## src/rtl/spi_arb_pkg.sv

```systemverilog
// spi_arb_pkg: lane modes, FSM states and beat arithmetic shared by the SPI lane master.
package spi_arb_pkg;
  typedef enum logic [1:0] {LANE1 = 2'b00, LANE2 = 2'b01, LANE4 = 2'b10} lane_mode_e;
  typedef enum logic [2:0] {IDLE, SETUP, HIGH, LOW, TAIL, GAP} state_e;
  function automatic int lanes_of(logic [1:0] mode);
    return mode == LANE2 ? 2 : mode == LANE4 ? 4 : 1;
  endfunction
  function automatic int beats_of(int len, logic [1:0] mode);
    return 8 * len / lanes_of(mode);
  endfunction
endpackage

```

## src/rtl/spi_rr_arbiter.sv

```systemverilog
// spi_rr_arbiter: round-robin grant starting after the last granted index.
module spi_rr_arbiter #(
  parameter int NUM_REQ = 2,
  parameter int ID_W = NUM_REQ > 1 ? $clog2(NUM_REQ) : 1
) (
  input  logic               clk,
  input  logic               rst,
  input  logic [NUM_REQ-1:0] req,
  input  logic               advance,
  output logic [NUM_REQ-1:0] grant,
  output logic [ID_W-1:0]    idx
);
  logic [ID_W-1:0] last;
  logic found;
  always_comb begin
    found = 1'b0;
    idx = '0;
    for (int i = 1; i <= NUM_REQ; i++)
      if (!found && req[(int'(last) + i) % NUM_REQ]) begin
        found = 1'b1;
        idx = ID_W'((int'(last) + i) % NUM_REQ);
      end
  end
  assign grant = found ? NUM_REQ'(1) << idx : '0;
  always_ff @(posedge clk)
    if (rst) last <= ID_W'(NUM_REQ - 1);
    else if (advance) last <= idx;
endmodule

```

## src/rtl/spi_lane_master_arb.sv

```systemverilog
// spi_lane_master_arb: shares a 1/2/4-lane mode-0 SPI port between round-robin requesters.
module spi_lane_master_arb
  import spi_arb_pkg::*;
#(
  parameter int NUM_REQ = 2,
  parameter int MAX_BYTES = 4,
  parameter int CLK_DIV = 4,
  parameter int CS_GAP = 2,
  localparam int LEN_W = $clog2(MAX_BYTES + 1),
  localparam int ID_W = NUM_REQ > 1 ? $clog2(NUM_REQ) : 1
) (
  input  logic                         clk,
  input  logic                         rst,
  input  logic [NUM_REQ-1:0]           req_valid,
  input  logic [2*NUM_REQ-1:0]         req_lanes,
  input  logic [LEN_W*NUM_REQ-1:0]     req_len,
  input  logic [8*MAX_BYTES*NUM_REQ-1:0] req_data,
  output logic [NUM_REQ-1:0]           req_ready,
  output logic                         rsp_valid,
  output logic [ID_W-1:0]              rsp_id,
  output logic [8*MAX_BYTES-1:0]       rsp_data,
  output logic                         busy,
  output logic                         sclk,
  output logic                         cs_n,
  output logic [3:0]                   mosi,
  output logic [3:0]                   mosi_oe,
  input  logic [3:0]                   miso
);
  localparam int NB = 8 * MAX_BYTES;
  localparam int BW = $clog2(NB + 1);
  localparam int CW = $clog2((CLK_DIV > CS_GAP ? CLK_DIV : CS_GAP) + 1);
  state_e state, next;
  logic [CW-1:0] cnt;
  logic [BW-1:0] beat, last_beat;
  logic [2:0] lw;
  logic [3:0] lane_oe;
  logic [NB-1:0] tx, rx, rx_nx, rsp_q;
  logic [ID_W-1:0] id, id_q, gnt_idx;
  logic [NUM_REQ-1:0] gnt;
  logic [1:0] sel_lanes;
  logic [LEN_W-1:0] sel_raw, sel_len;
  logic accept, done, active;
  int base;
  spi_rr_arbiter #(.NUM_REQ(NUM_REQ), .ID_W(ID_W)) u_arb (
    .clk(clk), .rst(rst), .req(req_valid), .advance(accept), .grant(gnt), .idx(gnt_idx)
  );
  assign sel_lanes = req_lanes[2*gnt_idx +: 2];
  assign sel_raw = req_len[LEN_W*gnt_idx +: LEN_W];
  assign sel_len = sel_raw > LEN_W'(MAX_BYTES) ? LEN_W'(MAX_BYTES) : sel_raw;
  assign accept = !rst && state == IDLE && |req_valid;
  assign done = cnt == '0;
  assign active = state inside {SETUP, HIGH, LOW, TAIL};
  assign req_ready = accept ? gnt : '0;
  assign rsp_valid = !rst && state == GAP && done;
  assign rsp_id = rsp_valid ? id : id_q;
  assign rsp_data = rsp_valid ? rx : rsp_q;
  assign busy = state != IDLE;
  assign sclk = state == HIGH;
  assign cs_n = !active;
  assign mosi_oe = active ? lane_oe : 4'b0;
  assign mosi = tx[3:0] & mosi_oe;
  assign base = int'(beat) * int'(lw);
  // Beat n lands MISO lane k at serial bit n*L+k.
  always_comb begin
    rx_nx = rx;
    for (int p = 0; p < NB; p++)
      if (p >= base && p < base + int'(lw)) rx_nx[p] = miso[2'(p - base)];
  end
  always_comb begin
    next = state;
    case (state)
      IDLE:    if (accept) next = sel_len == '0 ? GAP : SETUP;
      SETUP:   if (done) next = HIGH;
      HIGH:    if (done) next = beat == last_beat ? TAIL : LOW;
      LOW:     if (done) next = HIGH;
      TAIL:    if (done) next = GAP;
      GAP:     if (done) next = IDLE;
      default: next = IDLE;
    endcase
  end
  always_ff @(posedge clk) begin
    if (rst) begin
      state <= IDLE;
      cnt <= '0;
      beat <= '0;
      last_beat <= '0;
      lw <= 3'd1;
      lane_oe <= '0;
      tx <= '0;
      rx <= '0;
      rsp_q <= '0;
      id <= '0;
      id_q <= '0;
    end else begin
      state <= next;
      cnt <= next != state ? (next == GAP ? CW'(CS_GAP - 1) : CW'(CLK_DIV - 1)) : cnt - 1'b1;
      if (accept) begin
        tx <= req_data[NB*gnt_idx +: NB];
        rx <= '0;
        id <= gnt_idx;
        lw <= 3'(lanes_of(sel_lanes));
        lane_oe <= 4'((1 << lanes_of(sel_lanes)) - 1);
        beat <= '0;
        last_beat <= BW'(beats_of(int'(sel_len), sel_lanes) - 1);
      end
      if (state == HIGH && done) begin
        rx <= rx_nx;
        beat <= beat + 1'b1;
        if (next == LOW) tx <= tx >> lw;
      end
      if (rsp_valid) begin
        rsp_q <= rx;
        id_q <= id;
      end
    end
  end
endmodule

```

## config.mk

```make
export PLATFORM = sky130hd
export DESIGN_NAME = spi_lane_master_arb
export DESIGN_NICKNAME = d
export VERILOG_FILES = /design/src/rtl/spi_arb_pkg.sv /design/src/rtl/spi_rr_arbiter.sv /design/src/rtl/spi_lane_master_arb.sv
export SDC_FILE = /design/constraint.sdc
export NUM_CORES = 1
export LEC_CHECK = 0
export ABC_AREA = 1
export CAP_MARGIN = 20
export CORE_MARGIN = 2
export CORE_UTILIZATION = 25
export DETAILED_ROUTE_END_ITERATION = 6
export GPL_TIMING_DRIVEN = 0
export MAX_ROUTING_LAYER = met4
export SLEW_MARGIN = 0
export SYNTH_ARGS = -nofsm -noshare
export SYNTH_HDL_FRONTEND = slang
export SYNTH_SLANG_ARGS = --single-unit
```

## constraint.sdc

```tcl
create_clock -name clk -period 15.7 [get_ports clk]
set_input_delay 3.14 -clock clk [delete_from_list [all_inputs] [get_ports clk]]
set_output_delay 3.14 -clock clk [all_outputs]
set_load 0.01 [all_outputs]
```

# After elaboration in Yosys (flattened, before gate mapping)
# Index checks and enable logic that the tools add are counted.
[totals] wordCells=480 output_inout_bits=47 reg_bits=124 input_bits=82
[classes] n_mux=163 n_mul=2 n_reduce_logical=81 n_div=1 addsub=39 n_eq_ne=43 n_bitwise=3 n_shift=6 order_cmp=99
[op_table] operator="$lt 6x32->1 const A" n=15
[op_table] operator="$lt 5x32->1 const A" n=8
[op_table] operator="$mux 32" n=6
[op_table] operator="$ge 5x9->1 const A" n=16
[op_table] operator="$lt 2x4->1 const B" n=32
[op_table] operator="$lt 4x32->1 const A" n=4
[op_table] operator="$mux 1" n=107
[op_table] operator="$ge 4x9->1 const A" n=8
[op_table] operator="$bmux 1 s2" n=32
[op_table] operator="$lt 3x32->1 const A" n=2
[op_table] operator="$ne 2x2->1 const B" n=32
[op_table] operator="$reduce_and 2->1" n=32
[op_table] operator="$shiftx 64x7->32" n=1
[op_table] operator="$logic_and 1x1->1" n=38
[op_table] operator="$ge 3x9->1 const A" n=4
[op_table] operator="$mux 3" n=11
[op_table] operator="$div 7x32->32" n=1
[op_table] operator="$lt 1x32->1 const A" n=1
[op_table] operator="$lt 2x32->1 const A" n=1
[op_table] operator="$shr 32x3->32" n=1
[op_table] operator="$sub 1x2->2 const A" n=16
[op_table] operator="$sub 2x2->2 const A" n=16
[op_table] operator="$ge 1x9->1 const A" n=2
[op_table] operator="$ge 2x9->1 const A" n=2
[op_table] operator="34 further kinds" n=49

# Logic depth before layout (Yosys ltp)
[logic_depth] word_depth=20 depth_mapped=79 depth_no_buf=76

# By module
# From an unflattened synthesis, not the netlist that was laid out.
[hier_totals] hier_cells=1903 hier_area_um2=11150.7
[modules_own_cells] mod="spi_lane_master_arb" cells_each=1893 area_per_inst_um2=11088.1 seq_area_each_um2=2422.3 n_inst=1
[modules_own_cells] mod="spi_rr_arbiter" cells_each=10 area_per_inst_um2=62.6 seq_area_each_um2=20.0 n_inst=1

# Worst setup path before layout
# OpenSTA, ideal clock, no wires.
[synth_timing] path_type="input -> register" start="input port req_valid[0]" end="register last_beat[4]" n_path_buf=4 path_slack_ps=3327 t_arrival_ps=12249 path_stages=71 setup_ps=124 t_required_ps=15576 path_cell_list="nand2_2 -> nand2_4 -> o21ai_0 -> inv_1 -> ha_1 -> inv_2 -> nand2_1 -> nor2_1 -> nand4_4 -> nand2_1 -> a21oi_1 -> ha_1 -> nand2_1 -> nor2_2 -> nand2_1 -> nor2_1 -> nor2_1 -> nand3_2 -> [35 not listed] -> inv_1 -> nor2_1 -> inv_1 -> nand2_1 -> inv_1 -> nand2_1 -> nor2_1 -> xor2_1 -> o21ai_1 -> nand2_1 -> inv_1 -> nand2_1 -> nor4_2 -> ha_1 -> nand3_1 -> xor2_1 -> nand2_1 -> o21ai_0"
[synth_between] elab_chain_cells=13 elab_cells_between_ends=24 cone_classes="add/sub: 1; mul: 1; div: 1; order compare: 1; eq/ne: 2; shift: 2; mux: 12; reduce/logical: 4"
[synth_lines] element="start: declaration" line="spi_lane_master_arb.sv:14" text="input logic [NUM_REQ-1:0] req_valid,"
[synth_lines] element="$mux 1 (not written as such) (3 in series)" line="spi_rr_arbiter.sv:19" text="if (!found && req[(int'(last) + i) % NUM_REQ]) begin"
[synth_lines] element="$mux 1" line="spi_rr_arbiter.sv:19"
[synth_lines] element="$logic_not 1->1" line="spi_rr_arbiter.sv:19"
[synth_lines] element="$logic_and 1x1->1" line="spi_rr_arbiter.sv:19"
[synth_lines] element="$mux 1" line="spi_rr_arbiter.sv:19"
[synth_lines] element="$mul 2x1->3 or $shiftx 4x3->2 (tied branches)" line="spi_lane_master_arb.sv:48, spi_lane_master_arb.sv:47"
[synth_lines] element="$shiftx 6x4->3 or $eq 2x2->1 (tied branches)" line="spi_lane_master_arb.sv:48, spi_arb_pkg.sv:6"
[synth_lines] element="$gt 3x3->1 or $mux 3 (tied branches)" line="spi_lane_master_arb.sv:49, spi_arb_pkg.sv:6"
[synth_lines] element="$mux 3 (on tied branches)" line="spi_lane_master_arb.sv:49, spi_arb_pkg.sv:6"
[synth_lines] element="$div 7x32->32" line="spi_arb_pkg.sv:9" text="return 8 * len / lanes_of(mode);"
[synth_lines] element="$sub 6x2->6" line="spi_lane_master_arb.sv:104" text="last_beat <= BW'(beats_of(int'(sel_len), sel_lanes) - 1);"
[synth_lines] element="end signal: assignment" line="spi_lane_master_arb.sv:104"
[synth_lines] element="end: declaration" line="spi_lane_master_arb.sv:34" text="logic [BW-1:0] beat, last_beat;"
# Several ways; a longest one is shown, not always the timed one. The select of a mux whose other input is x is not followed.
# A chain may end at the register's enable or synchronous reset.

# Worst setup path after layout
[layout_timing] start="input port req_valid[1]" end="register last_beat[4]"
# Same word-level chain as after synthesis.

==> results.txt <==
run status: finished clean
H-tree depth: 4
Longest Clk Path Bufs: 2
Slew Viols, Final: 0
Yosys top cell by area: dfxtp_1
mux share of post-synthesis cell area: 0.0906%
detailed placer's ending HPWL: 34200 um
hold_buf cts: 0
Boundary Pins: 129
Hold/Removal Path Class: flip-flop to flip-flop
Arrival @ worst endpoint: 14880 ps
Starting Density: 25.2%
end-of-flow core utilization: 31.2%
CP required: 16010 ps
Yosys reg bits: 122
root buf cell: clkbuf_16
Detailed Route Iter0 Violations: 956
largest net degree at the start of global routing: 17
diode count: 0
Total Wirelength: 42400 um
clock latency on the worst-skew pair: 430 ps
Ys Warns: 0
Vias/cell: 4.86
sw frac: 49.1%
most used cell, CP: nand2_1
Clk network pwr share: 22.4%
worst-margin pin slew: 1030 ps
Max FO, Critical Path: 10
Adder-Cell Fraction of Synth Area: 5.23%
xor/xnor share of the synthesized area: 1.82%
peak supply drop: 80.9 uV
nets@finish: 2162
row count: 77
RSZ-0062 raised after global routing: no
slowest CP cell: clkdlybuf4s50_1
Sink Count: 122
final cycle utilization of the critical path: 92.8%
Setup CP Type: input port to flip-flop
Syn Area/Cell: 5.84 um2
Most Used Layer, Global Route: met2
synth top area cells: dfxtp_1, nand2_1, inv_1, o21ai_0, nor2_1
Placer Congestion: 0.949
minimum clock period: 14570 ps
Fin Setup TNS: 0 ps
total number of vias: 12800
most common cell in the synthesized netlist: nand2_1
post-synthesis sequential area ratio: 22.1%
CTS tree: done
DRT Pass-1 Iters: 5
Final Setup Violations: 0
Die Area: 45900 um2
CORE AREA: 43900 um2
Mapped Nets: 2015
port bufs: 127
Reg clk slew, reported paths: 60 ps
drt drc: 0
Async S/R FF share, synth: 0%
area delta synth->final: 24.0%
Avg WL per Cell: 16.0 um
endpoints failing hold: 0
Int Pwr: 0.000928 W
number of fillers in the final layout: 4991
Logic pwr share: 58.4%
switching power total: 0.000895 W
CTS Buf Count: 17
initial antenna violation count: 0
GR met1 Demand/Resource: 23.4%
first-pass GRT wire length: 67100 um
Final ANT Viol Nets: 0
GR Util met2: 32.4%
post-synth top area share: 22.1%
largest family of logic cells by synthesized area: simple AND/OR/NAND/NOR gates
GRT overflow: 0
top cells by count, synth: nand2_1, inv_1, nor2_1
Synth Area in Simple Gates: 38.6%
Clock Skew: 11.4 ps
total power divided by cell area: 133 nW/um2
endpoint class of the critical path: flip-flop
die height: 214 um
Synth cell types: 57
sequential share of power: 19.2%
CP startpoint kind: input port
GRT Total Usage: 18.7%
Slew headroom: 31.3%
Die W: 214 um
Post-synth EDFFs: 0
Post-CTS Setup Inserts: 0
Synth Area in Compound Gates: 20.0%
Max Cap Viol: 0
vias in the first global route: 12400
met3 usage: 1.99%
leakage: 6.44 nW
main flop type after synthesis: dfxtp_1
cells after synthesis: 1891
CP peak stage delay: 700 ps
Fmax achieved: 68.6 MHz
layout cell share with drive strength beyond 1: 7.37%
Post-Syn Area: 11000 um2
-- cell type report --
| type | count | area [um2] | share of cell area (%) |
|---|---|---|---|
| multi-input combinational | 1424 | 7300 | 53.3 |
| sequential | 122 | 2440 | 17.8 |
| timing repair buffer | 128 | 1280 | 9.32 |
| inverter | 267 | 1000 | 7.32 |
| tap | 592 | 741 | 5.41 |
| clock buffer | 20 | 457 | 3.33 |
| buffer | 78 | 337 | 2.46 |
| clock inverter | 11 | 146 | 1.07 |
-- metrics by stage --
step	cells	setup WS, ps	power (W)	cell area, um2	hold WS [ps]
after detailed placement	2611	143	0.00140	13100	436
final	2642	1130	0.00182	13700	442
after floorplan	1891	3330	0.00114	11000	420
after CTS	2642	558	0.00182	13700	449
after global routing	2642	23.0	0.00198	13700	466
after global placement	2610	330	0.00140	13100	434
-- critical path, delay by kind of cell --
kind            cells  cell delay, ps
compound gates     13            2180
xor+xnor            1             150
fa+ha+maj           7            2370
buf+inv            14            2500
simple gates       35            4530
-- cell usage in the layout (no fill, tap or decap), types with 8 or more instances in the layout --
cell type and instances:
clkbuf_1 65, a31oi_1 24, clkbuf_16 17, o22ai_1 8, ha_1 35, inv_1 255, a21oi_1 112, nand3b_1 9
nand3_1 85, o211ai_1 31, nand3_2 11, xor2_1 13, dfxtp_1 122, o21ai_0 176, nor2_1 217, nand2_2 23
nand4_1 27, or2_2 36, nor3_1 16, xnor2_1 10, nand2_1 504, nor2_2 8, clkdlybuf4s50_1 127
-- flip-flops by register name, summed over array words and instances, names as in the netlist --
register	count
lane_oe	3
rsp_q	32
rx	32
cnt	3
id_q	1
lw	2
u_arb.last	1
state	3
last_beat	6
id	1
beat	6
tx	32
-- repair_timing --
action / in CTS / in global routing
hold endpoints to repair: 0 / 0
endpoints found under the setup margin: 0 / 6
gates resized for setup: 0 / 9
-- logic make-up (layout without fill, tap and decap cells) --
logic type	count (synthesis)	in the layout
flops	122	122
buf+inv	345	504
xor+xnor	23	23
simple gates	963	963
mux	1	1
compound gates	394	394
fa+ha+maj	42	42
other cells	1	1
-- final timing paths --
| check | from | endpoint | slack (ps) | cells past startpoint |
|---|---|---|---|---|
| max | req_valid[1] | last_beat[4] | 1130 | 70 |
| min | rx[18] | rx[18] | 440 | 2 |
| max reg2reg | u_arb.last | last_beat[4] | 4090 | 72 |
| min reg2reg | rx[18] | rx[18] | 440 | 2 |
-- power by group through the flow --
stage	Clock, W	Sequential (W)	Combinational, W
after global placement	0	0.000355	0.00104
final	0.000409	0.000350	0.00106
after floorplan	0	0.000351	0.000792
after detailed placement	0	0.000356	0.00105
after CTS	0.000414	0.000349	0.00105
after global routing	0.000427	0.000353	0.00120
-- routing by layer --
| layer | vias up | routed length, um |
|---|---|---|
| li1 | 6398 | - |
| met1 | 6027 | 19100 |
| met2 | 377 | 20700 |
| met3 | 41 | 1890 |
| met4 | 0 | 671 |
| met5 | - | 0 |
No activity file was read; power rests on OpenSTA's default activity.
